[config.mk]
export PLATFORM = sky130hd
export DESIGN_NAME = inst_sram_axi_bridge
export DESIGN_NICKNAME = d
export VERILOG_FILES = /design/src/rtl/inst_sram_axi_bridge.sv
export SDC_FILE = /design/constraint.sdc
export NUM_CORES = 1
export LEC_CHECK = 0
export CORE_MARGIN = 2
export CORE_UTILIZATION = 35
export CTS_BUF_LIST = sky130_fd_sc_hd__clkbuf_4
export DETAILED_ROUTE_END_ITERATION = 8
export PLACE_DENSITY = 0.87
export SLEW_MARGIN = 20
export SYNTH_ARGS = -nofsm -noshare
export SYNTH_HDL_FRONTEND = slang
export SYNTH_SLANG_ARGS = --single-unit
[constraint.sdc]
create_clock -name clk -period 2.64 [get_ports clk]
set_input_delay 0.528 -clock clk [delete_from_list [all_inputs] [get_ports clk]]
set_output_delay 0.528 -clock clk [all_outputs]
set_load 0.05 [all_outputs]
[src/rtl/inst_sram_axi_bridge.sv]
// Read-only bridge from the IF stage's SRAM-like instruction port to an AXI read channel.
// Each accepted fetch becomes one single-beat AR transaction; data returns in order.
module inst_sram_axi_bridge #(
    parameter int unsigned MAX_OUTSTANDING = 2,
    parameter logic [3:0]  ARID_VAL        = 4'd0
) (
    input  logic        clk,
    input  logic        reset,
    // SRAM-like instruction port
    input  logic        inst_sram_req,
    input  logic [1:0]  inst_sram_size,
    input  logic [31:0] inst_sram_addr,
    output logic        inst_sram_addr_ok,
    output logic        inst_sram_data_ok,
    output logic [31:0] inst_sram_rdata,
    output logic        inst_sram_err,
    // AXI read address channel
    output logic [3:0]  arid,
    output logic [31:0] araddr,
    output logic [7:0]  arlen,
    output logic [2:0]  arsize,
    output logic [1:0]  arburst,
    output logic        arvalid,
    input  logic        arready,
    // AXI read data channel
    input  logic [3:0]  rid,
    input  logic [31:0] rdata,
    input  logic [1:0]  rresp,
    input  logic        rlast,
    input  logic        rvalid,
    output logic        rready
);
    localparam int unsigned CntW = $clog2(MAX_OUTSTANDING + 1);
    localparam logic [CntW-1:0] MaxCnt = CntW'(MAX_OUTSTANDING);

    typedef enum logic [0:0] {StIdle, StArWait} state_e;

    state_e          state_q;
    logic [CntW-1:0] cnt_q;
    logic [31:0]     araddr_q;
    logic [1:0]      size_q;
    logic            arvalid_q;
    logic            data_ok_q;
    logic [31:0]     rdata_q;
    logic            err_q;

    logic accept;
    logic r_hs;
    logic r_take;
    logic unused_r;

    // Single ARID and single-beat bursts: rid/rlast carry no extra information.
    assign unused_r = ^{rid, rlast};

    assign rready = ~reset;
    assign r_hs   = rvalid & rready;
    // A beat arriving with nothing outstanding is a protocol error and is dropped.
    assign r_take = r_hs & (cnt_q != '0);
    // Slot check uses the registered count only; a same-cycle return frees nothing yet.
    assign accept = ~reset & (state_q == StIdle) & inst_sram_req & (cnt_q < MaxCnt);

    assign inst_sram_addr_ok = accept;
    assign inst_sram_data_ok = data_ok_q;
    assign inst_sram_rdata   = rdata_q;
    assign inst_sram_err     = err_q;

    assign arid    = ARID_VAL;
    assign araddr  = araddr_q;
    assign arlen   = 8'd0;
    assign arsize  = {1'b0, size_q};
    assign arburst = 2'b01;
    assign arvalid = arvalid_q;

    always_ff @(posedge clk or posedge reset) begin
        if (reset) begin
            state_q   <= StIdle;
            cnt_q     <= '0;
            araddr_q  <= '0;
            size_q    <= '0;
            arvalid_q <= 1'b0;
            data_ok_q <= 1'b0;
            rdata_q   <= '0;
            err_q     <= 1'b0;
        end else begin
            unique case (state_q)
                StIdle: begin
                    if (accept) begin
                        araddr_q  <= inst_sram_addr;
                        size_q    <= inst_sram_size;
                        arvalid_q <= 1'b1;
                        state_q   <= StArWait;
                    end
                end
                StArWait: begin
                    if (arready) begin
                        arvalid_q <= 1'b0;
                        state_q   <= StIdle;
                    end
                end
                default: begin
                    arvalid_q <= 1'b0;
                    state_q   <= StIdle;
                end
            endcase

            data_ok_q <= r_take;
            if (r_take) begin
                rdata_q <= rdata;
                err_q   <= rresp[1];
            end

            if (accept && !r_take) begin
                cnt_q <= cnt_q + 1'b1;
            end else if (!accept && r_take) begin
                cnt_q <= cnt_q - 1'b1;
            end
        end
    end

endmodule

==> impl_results.html <==
<table>
<tr><th>Metric</th><th>Value</th></tr>
<tr><th colspan="2">Status</th></tr>
<tr><td>Outcome</td><td>finished, final reports clean</td></tr>
<tr><th colspan="2">Clocking</th></tr>
<tr><td>Number of resized instances in the post-cts repair step</td><td>0</td></tr>
<tr><td>Hold_buf cts</td><td>0</td></tr>
<tr><td>Root Buffer Master</td><td>sky130_fd_sc_hd__clkbuf_4</td></tr>
<tr><td>Clk buf depth</td><td>2</td></tr>
<tr><td>Sink count of the clock tree</td><td>72</td></tr>
<tr><td>Clock tree from TritonCTS</td><td>done</td></tr>
<tr><td>Total number of H-tree levels</td><td>3</td></tr>
<tr><td>Number of buffers created by CTS</td><td>9</td></tr>
<tr><td>Buffers inserted during post-CTS setup optimization</td><td>0</td></tr>
<tr><td>Latest clock arrival within the worst-skew pair</td><td>0.40 ns</td></tr>
<tr><td>Clock-pin slew on the worst setup and hold paths</td><td>0.11 ns</td></tr>
<tr><th colspan="2">Floorplanning</th></tr>
<tr><td>Initial cell density of the core</td><td>0.364</td></tr>
<tr><td>Core Box Area</td><td>0.00781 sq mm</td></tr>
<tr><td>Floorplan die height</td><td>94.1 um</td></tr>
<tr><td>Number of primary I/O pins</td><td>164</td></tr>
<tr><td>Cell Rows</td><td>32</td></tr>
<tr><td>Die outline area</td><td>0.00885 sq mm</td></tr>
<tr><td>X dimension of the die</td><td>94.1 um</td></tr>
<tr><th colspan="2">Place</th></tr>
<tr><td>Pre-CTS WS</td><td>0.299 ns</td></tr>
<tr><td>Total of buffers placed on input and output ports</td><td>142</td></tr>
<tr><td>Half-perimeter wire length after detailed placement</td><td>4770 um</td></tr>
<tr><td>Last weighted congestion value of the routability-driven placer</td><td>0.688</td></tr>
<tr><td>Area post-placement</td><td>0.00438 sq mm</td></tr>
<tr><th colspan="2">Timing</th></tr>
<tr><td>Worst hold slack across all endpoints</td><td>0.495 ns</td></tr>
<tr><td>Min cycle time layout</td><td>2.30 ns</td></tr>
<tr><td>Final setup viols</td><td>0</td></tr>
<tr><td>Aggregate negative setup slack</td><td>0 ns</td></tr>
<tr><td>Number of endpoints with negative hold slack in the final report</td><td>0</td></tr>
<tr><td>Part of the cycle the worst path needs</td><td>0.870</td></tr>
<tr><td>Layout Skew</td><td>0.0150 ns</td></tr>
<tr><td>Smallest setup slack after layout</td><td>0.344 ns</td></tr>
<tr><td>Max-slew violation count</td><td>0</td></tr>
<tr><td>Unrepaired setup endpoints after global routing</td><td>false</td></tr>
<tr><td>Max Clock Freq</td><td>0.436 GHz</td></tr>
<tr><td>Pin slew with the least headroom to its limit</td><td>0.598 ns</td></tr>
<tr><td>Max-slew headroom at the worst pin</td><td>0.601</td></tr>
<tr><th colspan="2">Global routing</th></tr>
<tr><td>Antenna violations before repair</td><td>0</td></tr>
<tr><td>First-pass GRT wire length</td><td>9830 um</td></tr>
<tr><td>Sum of overflow across all layers after global routing</td><td>0</td></tr>
<tr><td>Maximum number of pins on one net before global-route repair</td><td>50</td></tr>
<tr><td>Total routing resource utilization after global routing</td><td>0.145</td></tr>
<tr><td>Vias in the first global route</td><td>2096</td></tr>
<tr><th colspan="2">Final layout</th></tr>
<tr><td>Fraction of final layout cells with drive strength greater than 1</td><td>0.277</td></tr>
<tr><td>Area growth from synthesis to layout</td><td>58.0%</td></tr>
<tr><td>Most frequent cells in the layout</td><td>sky130_fd_sc_hd__clkdlybuf4s50_1 (140), sky130_fd_sc_hd__dfrtp_1 (72), sky130_fd_sc_hd__mux2_2 (65), sky130_fd_sc_hd__conb_1 (15), sky130_fd_sc_hd__clkbuf_4 (9)</td></tr>
<tr><td>Leading cell type in the layout, fill and taps excluded</td><td>sky130_fd_sc_hd__clkdlybuf4s50_1</td></tr>
<tr><td>Ant diodes</td><td>0</td></tr>
<tr><td>Number of filler cells placed in the layout</td><td>652</td></tr>
<tr><td>Final cell area excluding filler cells</td><td>0.00449 sq mm</td></tr>
<tr><td>Nets</td><td>406</td></tr>
<tr><th colspan="2">Worst setup path</th></tr>
<tr><td>Setup crit start</td><td>reset</td></tr>
<tr><td>Internal reg-to-reg setup slack</td><td>0.93 ns</td></tr>
<tr><td>Number of buffers and inverters on the critical path</td><td>3</td></tr>
<tr><td>Startpoint types</td><td>input port</td></tr>
<tr><td>Origin of the critical flop-to-flop path</td><td>state_q</td></tr>
<tr><td>Slowest library cell on the worst path</td><td>sky130_fd_sc_hd__clkdlybuf4s50_1</td></tr>
<tr><td>Critical path depth in cells</td><td>4</td></tr>
<tr><td>Cell family contributing the most delay on the critical path</td><td>buffers and inverters</td></tr>
<tr><td>Endpoint type of the worst setup path</td><td>output port</td></tr>
<tr><td>Critical Path End</td><td>inst_sram_addr_ok</td></tr>
<tr><td>Critical path's most frequent cell</td><td>sky130_fd_sc_hd__buf_12</td></tr>
<tr><td>Slowest Stage Delay on Critical Path</td><td>0.50 ns</td></tr>
<tr><td>Worst endpoint required time</td><td>2.11 ns</td></tr>
<tr><td>Worst Path Max Fanout</td><td>23</td></tr>
<tr><td>Worst r2r path cells</td><td>4</td></tr>
<tr><td>Arrival @ worst endpoint</td><td>1.77 ns</td></tr>
<tr><td>Worst setup path category</td><td>in -&gt; out</td></tr>
<tr><td>Crit path cell chain</td><td>clkdlybuf4s50_1 &gt; nor4b_4 &gt; buf_12 &gt; buf_12</td></tr>
<tr><td>Reg2Reg Capture Point</td><td>araddr[10]</td></tr>
<tr><th colspan="2">Route</th></tr>
<tr><td>Antenna-violating nets left</td><td>0</td></tr>
<tr><td>Vias per std cell</td><td>4.42</td></tr>
<tr><td>DRT Pass-1 Iters</td><td>3</td></tr>
<tr><td>Wire length reported by the detailed router</td><td>6280 um</td></tr>
<tr><td>Number of remaining DRC errors</td><td>0</td></tr>
<tr><td>Initial DRC Count</td><td>23</td></tr>
<tr><td>Via total after detailed routing</td><td>1917</td></tr>
<tr><td>Routed length per placed instance</td><td>14.5 um</td></tr>
<tr><th colspan="2">Synthesis</th></tr>
<tr><td>Cell taking the most area after synthesis</td><td>sky130_fd_sc_hd__dfrtp_1</td></tr>
<tr><td>Top cell type's share of synthesized area</td><td>0.634</td></tr>
<tr><td>Seq cells post-synth</td><td>72</td></tr>
<tr><td>Most frequently used flop master after synthesis</td><td>sky130_fd_sc_hd__dfrtp_1</td></tr>
<tr><td>Gate count after technology mapping</td><td>176</td></tr>
<tr><td>Share of async-settable or async-resettable flops after synthesis</td><td>1.00</td></tr>
<tr><td>Average instance area after synthesis</td><td>16.1 sq um</td></tr>
<tr><td>Post-synth cell types</td><td>17</td></tr>
<tr><td>Dominant cells by area after synthesis</td><td>sky130_fd_sc_hd__dfrtp_1 (63%), sky130_fd_sc_hd__mux2_2 (26%), sky130_fd_sc_hd__buf_4 (4.0%), sky130_fd_sc_hd__buf_6 (1.2%), sky130_fd_sc_hd__nor4b_4 (0.84%)</td></tr>
<tr><td>Number of synthesized flops with an enable pin</td><td>0</td></tr>
<tr><td>Mapped Area</td><td>0.00284 sq mm</td></tr>
<tr><td>Number of warnings reported in the yosys synthesis log</td><td>0</td></tr>
<tr><td>Proportion of synthesized chip area in sequential cells</td><td>0.634</td></tr>
<tr><th colspan="2">Power</th></tr>
<tr><td>Peak supply drop</td><td>0.632 mV</td></tr>
<tr><td>Total design power</td><td>6.22 mW</td></tr>
<tr><td>Pwr dens</td><td>1390 mW/mm^2</td></tr>
<tr><td>Static leakage power</td><td>1.89 nW</td></tr>
<tr><th colspan="2">Min path</th></tr>
<tr><td>Cell depth of the worst min-delay path</td><td>1</td></tr>
<tr><td>Type of the worst min-delay path</td><td>reg -&gt; reg</td></tr>
<tr><th colspan="2">Run</th></tr>
<tr><td>Count of max-cap constraint violations</td><td>0</td></tr>
</table>
worst min path at each step:
stage | from | endpoint | slack (ns)
final | araddr[8] | araddr[8] | 0.49
after floorplan | state_q | arvalid | 0.49
after global routing | araddr[8] | araddr[8] | 0.52
after global placement | araddr[9] | araddr[9] | 0.47
after CTS | araddr[8] | araddr[8] | 0.50
after detailed placement | araddr[8] | araddr[8] | 0.48
Yosys cell counts, types with 2 or more instances:
| cell type | count |
|---|---|
| sky130_fd_sc_hd__mux2_1 | 2 |
| sky130_fd_sc_hd__mux2_2 | 65 |
| sky130_fd_sc_hd__inv_1 | 4 |
| sky130_fd_sc_hd__buf_6 | 3 |
| sky130_fd_sc_hd__conb_1 | 2 |
| sky130_fd_sc_hd__buf_4 | 15 |
| sky130_fd_sc_hd__buf_2 | 3 |
| sky130_fd_sc_hd__dfrtp_1 | 72 |
| sky130_fd_sc_hd__xnor2_1 | 2 |
registers in the layout (all words and copies together), names as in the netlist:
signal / cells
size_q: 2
araddr: 32
inst_sram_err: 1
state_q: 1
arvalid: 1
inst_sram_data_ok: 1
cnt_q: 2
inst_sram_rdata: 32
area by class of cell:
class                           count  area (sq um)  share of cell area
Sequential cell                    72          1800               0.401
Clock inverter                      7          38.8             0.00864
Multi-Input combinational cell     92           936               0.208
Inverter                            4          18.8             0.00418
Clock buffer                        9          67.6              0.0151
Timing Repair Buffer              148          1500               0.334
Tap cell                          102           128              0.0284
routing by layer:
layer / global-route usage / vias to the layer above / wire length, um
li1: - / 880 / -
met1: 0.162 / 939 / 2350
met2: 0.251 / 86 / 3320
met3: 0.0482 / 12 / 499
met4: 0.0640 / 0 / 113
met5: 0 / - / 0
stage by stage:
step,util,instances
after global routing,0.575,434
after detailed placement,0.561,418
after CTS,0.575,434
after global placement,0.561,418
final,0.575,434
after floorplan,-,189
cells by family (layout without fill, tap and decap cells):
logic type	count (synthesis)	in the layout	share of synthesized area
AND/OR/NAND/NOR	2	2	0.00969
AO/OA/AOI/OAI	4	4	0.0123
buffers and inverters	25	168	0.0621
flip-flops	72	72	0.634
multiplexers	67	67	0.266
XOR/XNOR	3	3	0.00925
other	2	15	0.00264
adder cells (fa/ha/maj)	1	1	0.00440
worst register-to-register path: stages (launching register included):
cell and delay (ns):
sky130_fd_sc_hd__dfrtp_1 0.43, sky130_fd_sc_hd__nor4b_4 0.36, sky130_fd_sc_hd__buf_12 0.22, sky130_fd_sc_hd__buf_4 0.24, sky130_fd_sc_hd__mux2_2 0.36
power breakdown:
part	switching [mW]	internal [mW]
registers	0.279	1.62
logic	2.35	1.40
clock network	0.381	0.184
Power figures use the tool's default switching activity.
